**config.mk**
```make
export PLATFORM = sky130hd
export DESIGN_NAME = lmfe_out_buf
export DESIGN_NICKNAME = d
export VERILOG_FILES = /design/src/rtl/lmfe_pkg.sv /design/src/rtl/lmfe_pos_cnt.sv /design/src/rtl/lmfe_out_buf.sv
export SDC_FILE = /design/constraint.sdc
export NUM_CORES = 1
export LEC_CHECK = 0
export BUFFER_PORTS_ARGS = -buffer_cell sky130_fd_sc_hd__buf_4
export CORE_ASPECT_RATIO = 0.75
export CORE_MARGIN = 3
export CORE_UTILIZATION = 61
export DETAILED_ROUTE_END_ITERATION = 8
export PLACE_DENSITY = 0.8
export SYNTH_ARGS = -nofsm -noshare
export SYNTH_HDL_FRONTEND = slang
export SYNTH_SLANG_ARGS = --single-unit
```
**constraint.sdc**
```tcl
create_clock -name clk -period 3.27 [get_ports clk]
set_input_delay 0.327 -clock clk [delete_from_list [all_inputs] [get_ports clk]]
set_output_delay 0.327 -clock clk [all_outputs]
set_load 0.02 [all_outputs]
```
**src/rtl/lmfe_pkg.sv**
```systemverilog
// rtl/lmfe_pkg.sv - shared pixel types and raster constants for the LMFE datapath
package lmfe_pkg;

    localparam int PIX_W = 8;
    localparam int IMG_W = 128;
    localparam int IMG_H = 128;

    typedef logic [PIX_W-1:0] lmfe_pix_t;

    typedef struct packed {
        logic      last;
        logic      eol;
        lmfe_pix_t pix;
    } lmfe_tagged_t;

endpackage

```
**src/rtl/lmfe_pos_cnt.sv**
```systemverilog
// rtl/lmfe_pos_cnt.sv - col/row raster position counter with end-of-row and end-of-frame tags
module lmfe_pos_cnt #(
    parameter int IMG_W = 128,
    parameter int IMG_H = 128
) (
    input  logic                     clk,
    input  logic                     reset,
    input  logic                     adv,
    output logic [$clog2(IMG_W)-1:0] col,
    output logic [$clog2(IMG_H)-1:0] row,
    output logic                     eol,
    output logic                     last
);

    localparam int COL_W = $clog2(IMG_W);
    localparam int ROW_W = $clog2(IMG_H);

    // Tags describe the current (pre-increment) position of the pixel being presented.
    assign eol  = (col == COL_W'(IMG_W - 1));
    assign last = eol && (row == ROW_W'(IMG_H - 1));

    // Advance one raster position per source pixel; wrap to (0,0) after the frame's last pixel.
    always_ff @(posedge clk or posedge reset) begin
        if (reset) begin
            col <= '0;
            row <= '0;
        end else if (adv) begin
            if (eol) begin
                col <= '0;
                if (last) begin
                    row <= '0;
                end else begin
                    row <= row + 1'b1;
                end
            end else begin
                col <= col + 1'b1;
            end
        end
    end

endmodule

```
**src/rtl/lmfe_out_buf.sv**
```systemverilog
// rtl/lmfe_out_buf.sv - elastic FIFO between the median filter and the frame writer
module lmfe_out_buf #(
    parameter int DEPTH     = 16,
    parameter int IMG_W     = lmfe_pkg::IMG_W,
    parameter int IMG_H     = lmfe_pkg::IMG_H,
    parameter int AF_MARGIN = 4
) (
    input  logic                         clk,
    input  logic                         reset,
    input  logic                         in_valid,
    input  logic [lmfe_pkg::PIX_W-1:0]   in_data,
    output logic                         out_valid,
    input  logic                         out_ready,
    output logic [lmfe_pkg::PIX_W-1:0]   out_data,
    output logic                         out_eol,
    output logic                         out_last,
    output logic [$clog2(DEPTH+1)-1:0]   level,
    output logic                         almost_full,
    output logic                         overflow
);

    import lmfe_pkg::*;

    localparam int PTR_W = $clog2(DEPTH);
    localparam int LVL_W = $clog2(DEPTH + 1);
    localparam logic [LVL_W-1:0] LVL_FULL = LVL_W'(DEPTH);
    localparam logic [LVL_W-1:0] LVL_AF   = LVL_W'(DEPTH - AF_MARGIN);

    lmfe_tagged_t     mem [DEPTH];
    lmfe_tagged_t     head;
    logic [PTR_W-1:0] wr_ptr;
    logic [PTR_W-1:0] rd_ptr;
    logic [LVL_W-1:0] level_nxt;
    logic             full;
    logic             push;
    logic             pop;
    logic             drop;
    logic             pos_eol;
    logic             pos_last;
    logic [$clog2(IMG_W)-1:0] pos_col;
    logic [$clog2(IMG_H)-1:0] pos_row;

    // Position tracks every source pixel, dropped or not, so tags stay on the source raster.
    lmfe_pos_cnt #(
        .IMG_W (IMG_W),
        .IMG_H (IMG_H)
    ) u_pos_cnt (
        .clk   (clk),
        .reset (reset),
        .adv   (in_valid),
        .col   (pos_col),
        .row   (pos_row),
        .eol   (pos_eol),
        .last  (pos_last)
    );

    assign full      = (level == LVL_FULL);
    assign out_valid = (level != '0);
    assign pop       = out_valid && out_ready;
    // A pop in the same cycle frees the slot, so a full FIFO can still accept.
    assign push      = in_valid && (!full || pop);
    assign drop      = in_valid && full && !pop;

    // Fall-through head; forced to zero while empty so reset leaves clean outputs.
    assign head     = mem[rd_ptr];
    assign out_data = out_valid ? head.pix  : '0;
    assign out_eol  = out_valid ? head.eol  : 1'b0;
    assign out_last = out_valid ? head.last : 1'b0;

    // Occupancy after this cycle's push/pop; also feeds the registered almost_full.
    always_comb begin
        level_nxt = level;
        if (push && !pop) begin
            level_nxt = level + 1'b1;
        end else if (!push && pop) begin
            level_nxt = level - 1'b1;
        end
    end

    // Storage array carries no reset; validity is governed entirely by level.
    always_ff @(posedge clk) begin
        if (push) begin
            mem[wr_ptr] <= '{last: pos_last, eol: pos_eol, pix: in_data};
        end
    end

    // Pointers, occupancy and status flags.
    always_ff @(posedge clk or posedge reset) begin
        if (reset) begin
            wr_ptr      <= '0;
            rd_ptr      <= '0;
            level       <= '0;
            almost_full <= 1'b0;
            overflow    <= 1'b0;
        end else begin
            if (push) begin
                wr_ptr <= wr_ptr + 1'b1;
            end
            if (pop) begin
                rd_ptr <= rd_ptr + 1'b1;
            end
            level       <= level_nxt;
            almost_full <= (level_nxt >= LVL_AF);
            if (drop) begin
                overflow <= 1'b1;
            end
        end
    end

endmodule

```
==> impl_metrics.ini <==
[synthesis]
netlist_area_um2 = 7700
synth.top_cell.area_share_pct = 62.4
synth_edf_count = 160
syn_inst = 425
yosysTopAreaCell = edfxtp_1
seq_area_frac_synth_pct = 71.8
yosys_warnings = 0
ys_async_sr_fraction_pct = 15.3
synth_nets = 446
synth_ff_type = edfxtp_1
yosys_register_bits = 189
avgSynthCellArea_um2 = 18.1
synthTopCellsByArea = edfxtp_1 62%, mux4_2 12%, dfrtp_1 9.4%, mux2i_1 2.9%, ha_1 1.5%
synth_cell_types = 49

[finish]
area_growth_pct = 13.8
drive_gt1_share_pct = 27.2
num_antenna_cells = 0
finalInstanceArea_um2 = 8770
finalNetCount = 489
final_core_util_pct = 73.4
layout_commonest_cell = edfxtp_1
final_cell_mix = 160 x edfxtp_1, 48 x buf_4, 40 x mux4_2

[detailed_routing]
drcViolationCount = 0
vias = 4125
first_iter_violations = 432
firstDrtPassIters = 5
drt-vias-per-instance = 6.42
wl_per_cell_um = 23.7
wirelength_um = 15200
drtAntennaViolNets = 0

[timing]
slew_violations = 0
worst_slew_pin_slew_ns = 1.11
setup_ws_ns = 0.304
rsz0062_at_grt = false
final-setup-viol-count = 0
slew-limit-headroom_pct = 25.8
min_period_over_period_pct = 90.7
finalSetupTns_ns = 0
fin_worst_skew_ns = 0.0127
timing.fmax_mhz = 337
hold_violations = 0
min_period_ns = 2.97

[cts]
cts_tree = yes
clk_latency_ns = 0.43
cts_buffers = 17
cts_hold_buffers = 0
clkTransAtPathRegs_ns = 0.07
cts_sinks = 189
cts_setup_buffers = 0
cts_root_buf = clkbuf_16
clk_path_buf_depth = 2
htreeDepth = 4
cts.repair.resized = 0

[grt]
grt_first_pass_wirelength_um = 24100
grt_pass1_vias = 4169
grt_antenna_before_repair = 0
grt_overflow = 0
grt_max_degree = 33
track_usage_pct = 23.9

[pwr]
vdd_drop_max_uv = 573
powerDensity_nw_per_um2 = 868
p_leak_nw = 3.11

[placement]
hpwl_um = 9320
pre_cts_slack_ns = 0.387
dpl_cell_area_um2 = 8200
gp_congestion = 0.848
io_buffers = 29

[job]
maxCapViolations = 0

[worst_setup_path]
end_kind = flip-flop
required_ns = 3.32
worstPathArrival_ns = 3.01
critPathKind = reg2reg
cpMaxStageDelayCell = nor2_1
slowest_delay_ns = 0.79
crit_chain = inv_1 -> ha_1 -> or3b_1 -> o31a_1 -> nand2_1 -> nor2_1
crit_buf_inv = 1
worst-path-max-fanout = 10
start_kind = flip-flop
crit_family = simple AND/OR/NAND/NOR gates

[die]
die_y_um = 103
coreArea_um2 = 12000
start_util_pct = 64.5
rows = 34
die_width_um = 136
ioPinCount = 30
dieArea_um2 = 14000

[worst_hold_path]
min_path_type = in2async

[status]
outcome = finished, final reports clean
## state kept, by name (all words and copies together) (netlist names)
signal / count
wr_ptr: 4
overflow: 1
u_pos_cnt.row: 7
almost_full: 1
level: 5
rd_ptr: 4
u_pos_cnt.col: 7
mem: 160
## synth_stat cells, types with 2 or more instances
master and n:
and2_1 2, dfrtp_1 29, nand2b_1 5, nor3_1 4, and3_1 5, nor2_1 18, buf_2 10, xnor2_1 11
and3b_1 2, nand3_1 5, buf_1 5, nand2_1 23, inv_1 7, a21oi_1 3, and4_1 3, nor2b_1 2
o22ai_1 13, mux4_2 40, clkbuf_1 9, nand4_1 5, xor2_1 4, ha_1 9, edfxtp_1 160, nand3b_1 2
mux2i_1 22, o21ai_0 4
## area by class of cell
cell class	count	area (um^2)
Clock buffer	18	429
Clock inverter	14	134
Tap cell	162	203
Timing Repair Buffer	49	380
Fill cell	689	3190
Multi-Input combinational cell	204	2060
Sequential cell	189	5530
Inverter	7	26.3
## power breakdown
group	switching, mW	internal, mW	total [mW]
Sequential	0.398	2.93	3.33
Clock	0.909	1.06	1.97
Combinational	1.17	1.13	2.31
Total	2.48	5.13	7.61
## per-layer routing
| layer | global-route usage, % | share of wire (%) |
|---|---|---|
| met1 | 35.2 | 44 |
| met2 | 36.3 | 47 |
| met3 | 5.17 | 6.3 |
| met4 | 9.06 | 1.8 |
| met5 | 0 | 0 |
## logic make-up (layout without fill, tap and decap cells)
kind of cell / after synthesis / after routing / synth area share (%)
AO/OA/AOI/OAI: 34 / 34 / 3.02
flip-flops: 189 / 189 / 71.8
AND/OR/NAND/NOR: 83 / 83 / 5.57
adder cells (fa/ha/maj): 9 / 9 / 1.46
multiplexers: 63 / 63 / 14.7
buffers and inverters: 32 / 88 / 1.77
XOR/XNOR: 15 / 15 / 1.71
## worst reg2reg max path: stages (launching register included)
cell and delay, ns:
dfrtp_1 0.50, inv_1 0.10, ha_1 0.26, or3b_1 0.35, o31a_1 0.36, nand2_1 0.21
nor2_1 0.79
## metrics by stage
step / hold slack [ns] / power, mW / cells
after floorplan: 0.405 / 4.83 / 425
after global placement: 0.463 / 5.56 / 611
after detailed placement: 0.470 / 5.65 / 611
after CTS: 0.192 / 7.64 / 643
after global routing: 0.199 / 7.95 / 643
final: 0.180 / 7.61 / 643
## path summary, 6_finish.rpt
check,from,end,slack (ns),depth (start not counted)
setup / recovery,level[1],mem[6][3],0.30,6
hold / removal,reset,u_pos_cnt.col[2],0.18,2
setup reg to reg,level[1],mem[6][3],0.30,6
hold reg to reg,u_pos_cnt.row[4],u_pos_cnt.row[4],0.48,1
max in group asynchronous,reset,rd_ptr[0],2.34,2
min in group clk,in_data[3],mem[11][3],0.20,1
Note: power is estimated with default switching activity, not from simulation.
